--- config.mk ---
export PLATFORM = sky130hd
export DESIGN_NAME = matrix_unpacker
export DESIGN_NICKNAME = d
export VERILOG_FILES = /design/src/rtl/matrix_pkg.sv /design/src/rtl/matrix_elem_sel.sv /design/src/rtl/matrix_unpacker.sv
export SDC_FILE = /design/constraint.sdc
export NUM_CORES = 1
export LEC_CHECK = 0
export BUFFER_PORTS_ARGS = -buffer_cell sky130_fd_sc_hd__buf_2
export CAP_MARGIN = 5
export CORE_MARGIN = 2
export CORE_UTILIZATION = 60
export CTS_BUF_LIST = sky130_fd_sc_hd__clkbuf_8
export DETAILED_ROUTE_END_ITERATION = 6
export PLACE_DENSITY = 0.88
export REMOVE_ABC_BUFFERS = 1
export SYNTH_ARGS = -nofsm -noshare
export SYNTH_HDL_FRONTEND = slang
export SYNTH_HIERARCHICAL = 1
export SYNTH_SLANG_ARGS = --single-unit
--- constraint.sdc ---
create_clock -name clk -period 5.73 [get_ports clk]
set_input_delay 0.573 -clock clk [delete_from_list [all_inputs] [get_ports clk]]
set_output_delay 0.573 -clock clk [all_outputs]
set_load 0.01 [all_outputs]
--- src/rtl/matrix_pkg.sv ---
// matrix_pkg: shared sizes, FSM state encoding and the element offset helper
// for the 4x4 matrix modules. Element [r][c] of a flat matrix sits at bit
// offset r*DIM*DATA_W + c*DATA_W.
package matrix_pkg;

    localparam int DATA_W = 16;
    localparam int DIM    = 4;
    localparam int MAT_W  = DATA_W * DIM * DIM;

    typedef enum logic {
        ST_IDLE = 1'b0,
        ST_SEND = 1'b1
    } state_t;

    function automatic int unsigned elem_offset(input logic [1:0] r, input logic [1:0] c);
        return (int'(r) * DIM * DATA_W) + (int'(c) * DATA_W);
    endfunction

endpackage

--- src/rtl/matrix_elem_sel.sv ---
// matrix_elem_sel: combinational 16:1 element mux.
// Ports:
//   shadow_i  flat 4x4 matrix (MAT_W bits)
//   row_i     row index
//   col_i     column index
//   elem_o    element [row_i][col_i] (DATA_W bits)
module matrix_elem_sel
    import matrix_pkg::*;
(
    input  logic [MAT_W-1:0]  shadow_i,
    input  logic [1:0]        row_i,
    input  logic [1:0]        col_i,
    output logic [DATA_W-1:0] elem_o
);

    always_comb begin
        elem_o = shadow_i[elem_offset(row_i, col_i) +: DATA_W];
    end

endmodule

--- src/rtl/matrix_unpacker.sv ---
// matrix_unpacker: captures a flat 4x4 matrix on an enable pulse and streams
// it out one element per valid/ready transfer, followed by a one-cycle done.
//
// Build option: define UNPACK_COL_MAJOR_EN to stream in column-major order;
// out_row/out_col always report the source indices of the element.
//
// Ports:
//   clk        system clock, rising edge
//   reset      asynchronous active-low reset
//   enable     load request, sampled only when idle
//   matrix     flat matrix input (MAT_W bits)
//   busy       a matrix is held or being sent
//   out_data   current element
//   out_valid  out_data/out_row/out_col/out_last are valid
//   out_ready  sink accepts the element this cycle
//   out_row    source row of out_data
//   out_col    source column of out_data
//   out_last   current element is the final one of the matrix
//   done       one-cycle pulse after the last transfer
//
// state   | meaning
// --------+----------------------------------------------
// ST_IDLE | waiting for enable, outputs quiet
// ST_SEND | presenting shadow element selected by counter
module matrix_unpacker
    import matrix_pkg::*;
(
    input  logic              clk,
    input  logic              reset,
    input  logic              enable,
    input  logic [MAT_W-1:0]  matrix,
    output logic              busy,
    output logic [DATA_W-1:0] out_data,
    output logic              out_valid,
    input  logic              out_ready,
    output logic [1:0]        out_row,
    output logic [1:0]        out_col,
    output logic              out_last,
    output logic              done
);

    state_t             state_q;
    logic [MAT_W-1:0]   shadow_q;
    logic [3:0]         cnt_q;
    logic [3:0]         cnt_d;
    logic               busy_q;
    logic               valid_q;
    logic               done_q;

    logic [1:0]         row_sel;
    logic [1:0]         col_sel;
    logic [DATA_W-1:0]  elem;

    always_comb begin
        cnt_d = cnt_q + 4'd1;
`ifdef UNPACK_COL_MAJOR_EN
        row_sel = cnt_q[1:0];
        col_sel = cnt_q[3:2];
`else
        row_sel = cnt_q[3:2];
        col_sel = cnt_q[1:0];
`endif
    end

    matrix_elem_sel u_elem_sel (
        .shadow_i (shadow_q),
        .row_i    (row_sel),
        .col_i    (col_sel),
        .elem_o   (elem)
    );

    always_ff @(posedge clk or negedge reset) begin
        if (!reset) begin
            state_q  <= ST_IDLE;
            shadow_q <= '0;
            cnt_q    <= '0;
            busy_q   <= 1'b0;
            valid_q  <= 1'b0;
            done_q   <= 1'b0;
        end else begin
            done_q <= 1'b0;
            case (state_q)
                ST_IDLE: begin
                    if (enable) begin
                        shadow_q <= matrix;
                        cnt_q    <= '0;
                        busy_q   <= 1'b1;
                        valid_q  <= 1'b1;
                        state_q  <= ST_SEND;
                    end
                end
                ST_SEND: begin
                    if (out_ready) begin
                        if (cnt_q == 4'd15) begin
                            cnt_q   <= '0;
                            busy_q  <= 1'b0;
                            valid_q <= 1'b0;
                            done_q  <= 1'b1;
                            state_q <= ST_IDLE;
                        end else begin
                            cnt_q <= cnt_d;
                        end
                    end
                end
                default: state_q <= ST_IDLE;
            endcase
        end
    end

    // Data and indices are forced to zero outside SEND so an idle bus is quiet.
    assign busy      = busy_q;
    assign out_valid = valid_q;
    assign done      = done_q;
    assign out_last  = valid_q && (cnt_q == 4'd15);
    assign out_data  = valid_q ? elem : '0;
    assign out_row   = valid_q ? row_sel : 2'd0;
    assign out_col   = valid_q ? col_sel : 2'd0;

endmodule

==> run metrics, run 1 <==
status finished clean; GRT Total Usage 28.20%; insertion delay of the later-clocked pin in the worst-skew pair 0.53 ns; Die Area 0.02149 mm^2; Tcrit/Tclk final 68.14%; Async SR Flop Fraction 100.0%; Layout Skew 0.01534 ns; Post-CTS Setup Bufs 0; post-route ant nets 0; Setup crit end kind primary output; pwr/cell area 540.5 mW/mm^2; critical-path maximum fanout 57; largest net degree at the start of global routing 213; Gates resized, CTS repair 0; Final TNS setup 0 ns; initial antenna violation count 3; CTS tree done; cell count after synthesis 1277; Worst path top cell family by delay flip-flops; Synth Register Bits 263; Leak 7.870 nW; clock-pin slew on the worst setup and hold paths 0.06 ns; Final Wtd Congestion 0.8208; Data arrival, critical path 3.33 ns; Layout area overhead 17.68%; flop-to-flop setup slack 3.22 ns; reg2reg start state_q$_DFF_PN0_; crit path from cnt_q[0]$_DFFE_PN0P_; Hold Slack 0.1921 ns; Post-Route WL 29.81 mm; root buf cell clkbuf_8; # IOs 284; Main synth FF type dfrtp_1; Worst VDD drop 0.0002899 V; clock sink count 263; WP buf/inv 2; Tmin final 3.904 ns; first-pass GRT wire length 48.22 mm; routed len/inst 16.27 um; r2r endpoint shadow_q[225]$_DFFE_PN0P_; nets 1792; share of layout cells above drive strength 1 27.07%; Cell Count Post-Placement 1756; DRC Markers 0; sequential element share of the synthesized area 53.94%; H-tree lvl count 2; Reg2Reg Depth 5; vias post-DR 9810; Max Root-Sink Buffers 3; drt first pass iters 5; Post-synth EDFFs 0; startpoint types flip-flop; Die W 146.6 um; count of cell types in the netlist 26; CP Data Required Time 5.16 ns; vias in the first global route 9834; yosys warns 6; via/cell ratio 5.355; Mapped Area 0.01220 mm^2; I/O Buffers 283; # setup viols final 0; CP max-delay cell dfrtp_4; Overflow after GRT 0; Critical Path Sink out_data[9]; final instance area 0.01436 mm^2; crit path cell chain buf_4, mux4_1, a22oi_1, nand2_1, and2_1, buf_2; fmax 0.2561 GHz; # Max-Cap Violations 0; Placed Area 0.01344 mm^2; core area 0.02010 mm^2; Rows 52; Slew @ Worst Pin 1.276 ns; Starting Density 60.69%; Fin. Hold Viols 0; RSZ-0062 raised after global routing false; Finished Layout Cells 1832; Rel. slew slack 14.94%; Util after Layout 71.42%; 1st-iter DRT viols 803; Worst Hold Class input pin to asynchronous set/reset pin; Crit path largest cell delay 1.15 ns; die height 146.6 um; mean post-synth cell area 9.554 um^2; Crit Path Class flip-flop to primary output; post-detail-place hpwl 18.90 mm; logic depth of the worst setup path including buffers 6; Max Slew Vio Count 0; CTS Hold Buffers Added 0; Inserted Clock Buffers 43
## worst register-to-register path: cells and delay by family (launching register included)
family / cells / cell delay, ns
buffers and inverters: 2 / 1.45
DFF: 1 / 0.50
and+or+nand+nor: 3 / 0.49
## registers in the layout (all words and copies together), names as in the netlist
signal     cells
cnt_q          4
state_q        1
done           1
out_valid      1
shadow_q     256
## where the power goes
group / total [mW] / internal, mW / switching (mW)
combinational: 2.51 / 1.35 / 1.16
sequential: 3.55 / 2.80 / 0.752
clock: 1.70 / 0.970 / 0.731
## logic make-up after synthesis
group / Yosys count / synth area share, %
adders and majority gates: 1 / 0.1025
AOI/OAI and AO/OA: 39 / 2.349
and+or+nand+nor: 824 / 25.99
buffers and inverters: 84 / 5.333
xor gates and xnor gates: 1 / 0.07180
DFF: 263 / 53.94
muxes: 65 / 12.21
## cells in the mapped netlist, drive strengths merged, types with 2 or more instances
| cell type | count | area, um^2 |
|---|---|---|
| dfrtp | 263 | 6581 |
| nand2 | 788 | 2958 |
| a22oi | 32 | 240.2 |
| and2 | 21 | 131.4 |
| clkbuf | 9 | 33.78 |
| o21ai | 2 | 10.01 |
| mux4 | 64 | 1479 |
| nor2 | 5 | 18.77 |
| nor2b | 4 | 25.02 |
| buf | 74 | 613.1 |
| nand3 | 3 | 15.01 |
## worst min path at each step
stage | endpoint | cells past startpoint | slack, ns | from
global route | shadow_q[137]$_DFFE_PN0P_ | 3 | 0.21 | matrix[137]
floorplan | cnt_q[0]$_DFFE_PN0P_ | 0 | 0.28 | reset
global placement | shadow_q[51]$_DFFE_PN0P_ | 2 | 0.45 | shadow_q[51]$_DFFE_PN0P_
finish | shadow_q[141]$_DFFE_PN0P_ | 1 | 0.19 | reset
detailed placement | shadow_q[26]$_DFFE_PN0P_ | 2 | 0.46 | shadow_q[26]$_DFFE_PN0P_
CTS | shadow_q[38]$_DFFE_PN0P_ | 3 | 0.20 | matrix[38]
## stage by stage
step | setup slack, ns | total power [mW]
global route | 1.613 | 8.284
floorplan | -3.162 | 5.229
detailed placement | 2.360 | 6.055
global placement | 2.412 | 5.872
CTS | 1.752 | 7.783
finish | 1.826 | 7.761
## layout by cell type, fill, tap and decap left out, types with 4 or more instances in the layout
cell,n
nor2_1,4
mux4_2,54
buf_4,7
and2_1,21
clkinv_2,7
clkbuf_8,60
inv_1,6
dfrtp_1,261
nand2_1,788
buf_2,282
a22oi_1,32
mux4_1,10
## routing by layer
| layer | vias up | GRT usage [%] | routed length, um |
|---|---|---|---|
| li1 | 4603 | - | - |
| met1 | 4690 | 37.99 | 12010 |
| met2 | 433 | 44.95 | 14370 |
| met3 | 84 | 6.063 | 2434 |
| met4 | 0 | 12.23 | 989 |
| met5 | - | 0 | 0 |
## area by class of cell
type                            count  area, um^2
Antenna cell                        3       7.507
Clock buffer                       60       825.8
Clock inverter                     13       83.83
Fill cell                        1434        5747
Inverter                            1       3.754
Multi-Input combinational cell    930        4991
Sequential cell                   263        6589
Tap cell                          270       337.8
Timing Repair Buffer              292        1519
Note: power is estimated with default switching activity, not from simulation.
==> inputs of run 2 (changes only) <==
ABC_AREA = 1   (was not set)
CORE_UTILIZATION = 57   (was 60)
PLACE_DENSITY = 0.83   (was 0.88)
clock period = 3.8 ns   (was 5.73 ns; I/O delays follow)
==> run 2 against run 1 <==
Hold slack lost 0.17 ns. The run now ends with design-rule violations left. Critical endpoint is now out_data[8]. Critical path depth grew 2. First-iteration DRC count grew 33%. Utilization shrank 3.9 points.
==> run metrics, run 2 <==
status finished, violations left; failing checks design-rule violations; Int Power 7.385 mW; vias post-DR 12560; Reg2Reg Depth 5; Fin. Hold Viols 0; routed len/inst 13.93 um; die height 157.1 um; 1st-iter DRT viols 1068; top cells by count, synth 1134 x nand2_1, 263 x dfrtp_1, 217 x inv_1, 195 x nand3_1, 55 x buf_2; cell count after synthesis 1937; Hold Slack 0.01833 ns; Max Slew Vio Count 0; sw frac 41.21%; startpoint types flip-flop; top post-synthesis cells by area dfrtp_1 49%, nand2_1 32%, nand3_1 7.3%; Setup crit end kind primary output; largest net degree at the start of global routing 123; Inserted Clock Buffers 46; post-route ant nets 0; via/cell ratio 4.959; post-synth top area share 49.24%; CP Data Required Time 3.42 ns; Worst Hold Class input pin to flip-flop; Finished Layout Cells 2532; most frequent cells in the layout 1134 x nand2_1, 282 x buf_2, 260 x dfrtp_1; Post-synth EDFFs 0; pwr/cell area 799.8 mW/mm^2; Combinational Power Share 41.3%; Util after Layout 67.52%; root buf cell clkbuf_8; crit path cell chain clkinv_1, buf_4, nand3_1, nand3_1, nand2_1, nand2_1, inv_1, buf_2; Tcrit/Tclk final 77.60%; Post-Route WL 35.26 mm; Final Wtd Congestion 0.8406; # setup viols final 0; # Max-Cap Violations 0; sequential power share 38.5%; Data arrival, critical path 2.57 ns; share of layout cells above drive strength 1 16.77%; P_sw 5.177 mW; mean post-synth cell area 6.900 um^2; Slew @ Worst Pin 1.012 ns; # IOs 284; top-count cell post-synth nand2_1; Crit path largest cell delay 0.59 ns; initial antenna violation count 1; core area 0.02326 mm^2; DRC Markers 3; sequential element share of the synthesized area 49.24%; Synth Register Bits 263; Rel. slew slack 32.52%; Tmin final 2.949 ns; H-tree lvl count 2; drt first pass iters 7; Cell Count Post-Placement 2447; fmax 0.3391 GHz; count of cell types in the netlist 15; Rows 56; Starting Density 57.45%; Top reg by flops shadow_q; post-detail-place hpwl 21.79 mm; critical-path maximum fanout 19; Top Registers shadow_q: 256 flops, cnt_q: 4 flops; Crit Path Class flip-flop to primary output; Layout Skew 0.02302 ns; Main synth FF type dfrtp_1; Max Root-Sink Buffers 3; Clock power frac 20.2%; vias in the first global route 11790; I/O Buffers 283; Leak 9.509 nW; Overflow after GRT 0; insertion delay of the later-clocked pin in the worst-skew pair 0.55 ns; GRT Total Usage 28.35%; CP max-delay cell clkinv_1; nets 2442; Layout area overhead 17.52%; Mapped Area 0.01337 mm^2; clock sink count 263; Post-CTS Setup Bufs 0; Die W 157.1 um; max reg flops 256; CTS tree done; hold-critical path depth 3; Worst VDD drop 0.0004453 V; first-pass GRT wire length 56.33 mm; Async SR Flop Fraction 100.0%; clock-pin slew on the worst setup and hold paths 0.06 ns; RSZ-0062 raised after global routing false; post-synth top area cell dfrtp_1; yosys warns 6; Die Area 0.02469 mm^2; most common cell after layout, fill and taps aside nand2_1
-- run 2: path summary, 6_finish.rpt --
check / startpoint / end / slack (ns)
min in group asynchronous: reset / shadow_q[239]$_DFFE_PN0P_ / 0.53
max in group asynchronous: reset / shadow_q[96]$_DFFE_PN0P_ / 2.20
max: cnt_q[2]$_DFFE_PN0P_ / out_data[8] / 0.85
max reg2reg: state_q$_DFF_PN0_ / cnt_q[1]$_DFFE_PN0P_ / 1.31
min reg2reg: shadow_q[142]$_DFFE_PN0P_ / shadow_q[142]$_DFFE_PN0P_ / 0.47
min: matrix[22] / shadow_q[22]$_DFFE_PN0P_ / 0.02
-- run 2: layer usage --
layer | routed length, um | GRT usage (%) | vias up | part of all wire, %
met2 | 16650 | 47.24 | 519 | 47
met1 | 15110 | 38.46 | 5729 | 43
met3 | 2561 | 4.240 | 84 | 7.3
met4 | 942 | 9.048 | 0 | 2.7
li1 | - | - | 6225 | -
met5 | 0 | 0 | - | 0
-- run 2: power by group through the flow --
stage,Combinational (mW),Sequential [mW],Clock [mW]
floorplan,3.49,4.90,0
global placement,5.00,4.79,0
detailed placement,5.12,4.84,0
CTS,5.18,4.82,2.56
global route,5.95,4.99,2.70
finish,5.19,4.84,2.53
-- run 2: per-stage QoR --
step	setup TNS [ns]	power [mW]	setup WS, ns	cell area, um^2
final	0	12.56	0.8511	15710
after global routing	0	13.64	0.7360	15700
after CTS	0	12.56	0.8229	15700
after detailed placement	0	9.969	1.371	14750
after global placement	0	9.782	1.403	14750
after floorplan	-85.58	8.392	-1.016	12720
-- run 2: kinds of logic (layout without fill, tap and decap cells) --
group           after synthesis  after routing  share of synthesized area (%)
simple gates               1337           1337                          39.43
buf+inv                     331            606                          11.05
flops                       263            263                          49.24
compound gates                5              5                         0.1872
fa+ha+maj                     1              1                        0.09360
other cells                   0              1                              0
-- run 2: what timing repair did --
action                    CTS  global route
resized for setup           0             0
hold buffers                5             0
hold endpoints to repair   98             0
-- run 2: final cells by class --
| cell class | instances | area [um^2] |
|---|---|---|
| fillers | 2008 | 7556 |
| flip-flops and latches | 263 | 6588 |
| multi-input cells | 1343 | 5316 |
| repair buffers | 306 | 1662 |
| inverters | 221 | 837.1 |
| clock buffers | 60 | 825.8 |
| well taps | 319 | 399.1 |
| clock inverters | 19 | 76.32 |
| diodes | 1 | 2.502 |
-- run 2: critical path, delay by kind of cell, from the launching register on --
family | cells | cell delay (ns)
and+or+nand+nor | 4 | 0.35
DFF | 1 | 0.35
buffers and inverters | 4 | 1.31
==> inputs of run 3 (changes only) <==
CORE_UTILIZATION = 51   (was 57)
PLACE_DENSITY = 0.78   (was 0.83)
clock period = 2.5 ns   (was 3.8 ns; I/O delays follow)
==> run 3 against run 2 <==
Largest power group unchanged. First-iteration DRC count is 65% higher. Setup slack lost 0.79 ns. Global-route usage increased by 4.3 points. Via count up 19%. Critical endpoint is now out_data[12]. Sequential power up 53%. Clock skew fell by 0.0098 ns. Sequential share of layout area is 7.2 points lower. Largest cell class unchanged. Combinational power is 93% higher. The run now ends clean. Count of clock-buffer cells in the layout shrank 3. Critical path depth is 4 higher.
==> run metrics, run 3 (synthesized netlist as in run 2, its figures left out) <==
1st-iter DRT viols 1761; clock-pin slew on the worst setup and hold paths 0.06 ns; # IOs 284; first-pass GRT wire length 73.06 mm; Clock power frac 18.4%; Final Wtd Congestion 0.8392; fmax 0.4107 GHz; Final TNS setup 0 ns; Worst VDD drop 0.0005967 V; Overflow after GRT 0; drt first pass iters 6; Finished Layout Cells 2833; post-route ant nets 0; Slew @ Worst Pin 0.8072 ns; Layout Skew 0.01323 ns; CTS tree done; sw frac 42.14%; via/cell ratio 5.265; # Max-Cap Violations 0; Max Slew Vio Count 0; Fin. Hold Viols 0; Crit path largest cell delay 0.51 ns; status finished clean; Data arrival, critical path 2.19 ns; sequential power share 34.7%; Setup crit end kind primary output; max reg flops 256; Inserted Clock Buffers 44; initial antenna violation count 1; CP Data Required Time 2.25 ns; Rows 59; overall power 21.35 mW; Die Area 0.02752 mm^2; vias post-DR 14920; RSZ-0062 raised after global routing true; Hold Slack 0.03606 ns; Crit Path Class flip-flop to primary output; Die W 165.9 um; clock sink count 263; most frequent cells in the layout 1134 x nand2_1, 281 x buf_2, 260 x dfrtp_1; Combinational Power Share 46.9%; most common cell after layout, fill and taps aside nand2_1; Post-Route WL 48.94 mm; routed len/inst 17.27 um; cell mode on critical path nand2_1; Top reg by flops shadow_q; startpoint types flip-flop; die height 165.9 um; GRT Total Usage 32.66%; insertion delay of the later-clocked pin in the worst-skew pair 0.54 ns; post-detail-place hpwl 22.71 mm; root buf cell clkbuf_8; Leak 10.88 nW; Starting Density 51.58%; critical-path maximum fanout 7; Layout area overhead 41.75%; Tcrit/Tclk final 97.41%; Rel. slew slack 46.18%; Tmin final 2.435 ns; Top Registers shadow_q: 256 flops, cnt_q: 4 flops; Fill cells 1821; H-tree lvl count 2; DRC Markers 0; Max Root-Sink Buffers 3; share of layout cells above drive strength 1 16.62%; vias in the first global route 14700; I/O Buffers 283; Int Power 12.35 mW; CP max-delay cell dfrtp_4; core area 0.02591 mm^2; # setup viols final 0; Worst path top cell family by delay buffers and inverters; crit path cell chain buf_6, clkinv_16, buf_6, nand2_1, nand2_1, nand2_1, nand3_1, nand3_1, nand2_1, nand2_1, inv_2, buf_2; WP buf/inv 5; nets 2727; Cell Count Post-Placement 2468; pwr/cell area 1127 mW/mm^2; P_sw 8.996 mW; Worst Hold Class input pin to flip-flop; largest net degree at the start of global routing 154
-- run 3: cell count changes in the layout (fill, tap and decap cells not counted), sizes merged --
cell	change
dlygate4sd3	+252
buf	+22
clkinv	+7
clkbuf	+6
inv	-2
bufinv	+1
clkinvlp	-1
-- run 3: layer usage --
layer | track usage, % | up-vias | share of wire [%]
met5 | 0 | - | 0
met4 | 16.37 | 0 | 5.2
met3 | 6.292 | 231 | 9.5
met2 | 55.28 | 968 | 49
met1 | 40.10 | 6914 | 37
li1 | - | 6803 | -
-- run 3: timing repair --
action,4_1_cts,5_1_grt
resized for setup,7,26
hold buffers,257,0
cloned,1,20
pin swaps,0,3
endpoints found under the setup margin,17,17
hold endpoints to repair,303,0
setup buffers,0,9
-- run 3: power groups by stage --
| stage | sequential, mW | combinational [mW] | clock (mW) |
|---|---|---|---|
| 6_report | 7.42 | 10.0 | 3.92 |
| 5_1_grt | 7.62 | 11.1 | 4.18 |
| 4_1_cts | 7.34 | 8.48 | 3.93 |
| 3_5_place_dp | 7.36 | 7.96 | 0 |
| 3_3_place_gp | 7.29 | 7.73 | 0 |
| 2_1_floorplan | 7.45 | 5.31 | 0 |
-- run 3: tightest hold or removal path: stages --
cell	delay (ns)
buf_2	0.15
nor2_1	0.09
nor2_1	0.05
-- run 3: worst paths after layout --
path,slack [ns],from,depth (start not counted),to
max,0.06,cnt_q[0]$_DFFE_PN0P_,12,out_data[12]
min,0.04,enable,3,state_q$_DFF_PN0_
max reg2reg,0.72,state_q$_DFF_PN0_,5,shadow_q[17]$_DFFE_PN0P_
min reg2reg,0.48,shadow_q[4]$_DFFE_PN0P_,2,shadow_q[4]$_DFFE_PN0P_
max in group asynchronous,1.55,reset,3,shadow_q[131]$_DFFE_PN0P_
min in group asynchronous,0.21,reset,2,shadow_q[13]$_DFFE_PN0P_
-- run 3: per-stage QoR --
| stage | setup WS, ns | utilization [%] | instance area, um^2 |
|---|---|---|---|
| floorplan | -2.186 | - | 12720 |
| global placement | 0.4344 | 57.50 | 14900 |
| detailed placement | 0.4016 | 57.50 | 14900 |
| CTS | 0.01386 | 71.11 | 18430 |
| global route | -0.006870 | 73.12 | 18950 |
| finish | 0.06486 | 73.12 | 18950 |
-- run 3: layout make-up --
type	count	area (um^2)	share of cell area (%)
Antenna cell	1	2.502	0.01321
Clock buffer	57	784.5	4.141
Clock inverter	20	108.9	0.5746
Inverter	221	865.8	4.570
Multi-Input combinational cell	1343	5331	28.14
Sequential cell	263	6588	34.77
Tap cell	335	419.2	2.212
Timing Repair Buffer	589	4793	25.30
Timing Repair inverter	4	52.55	0.2774
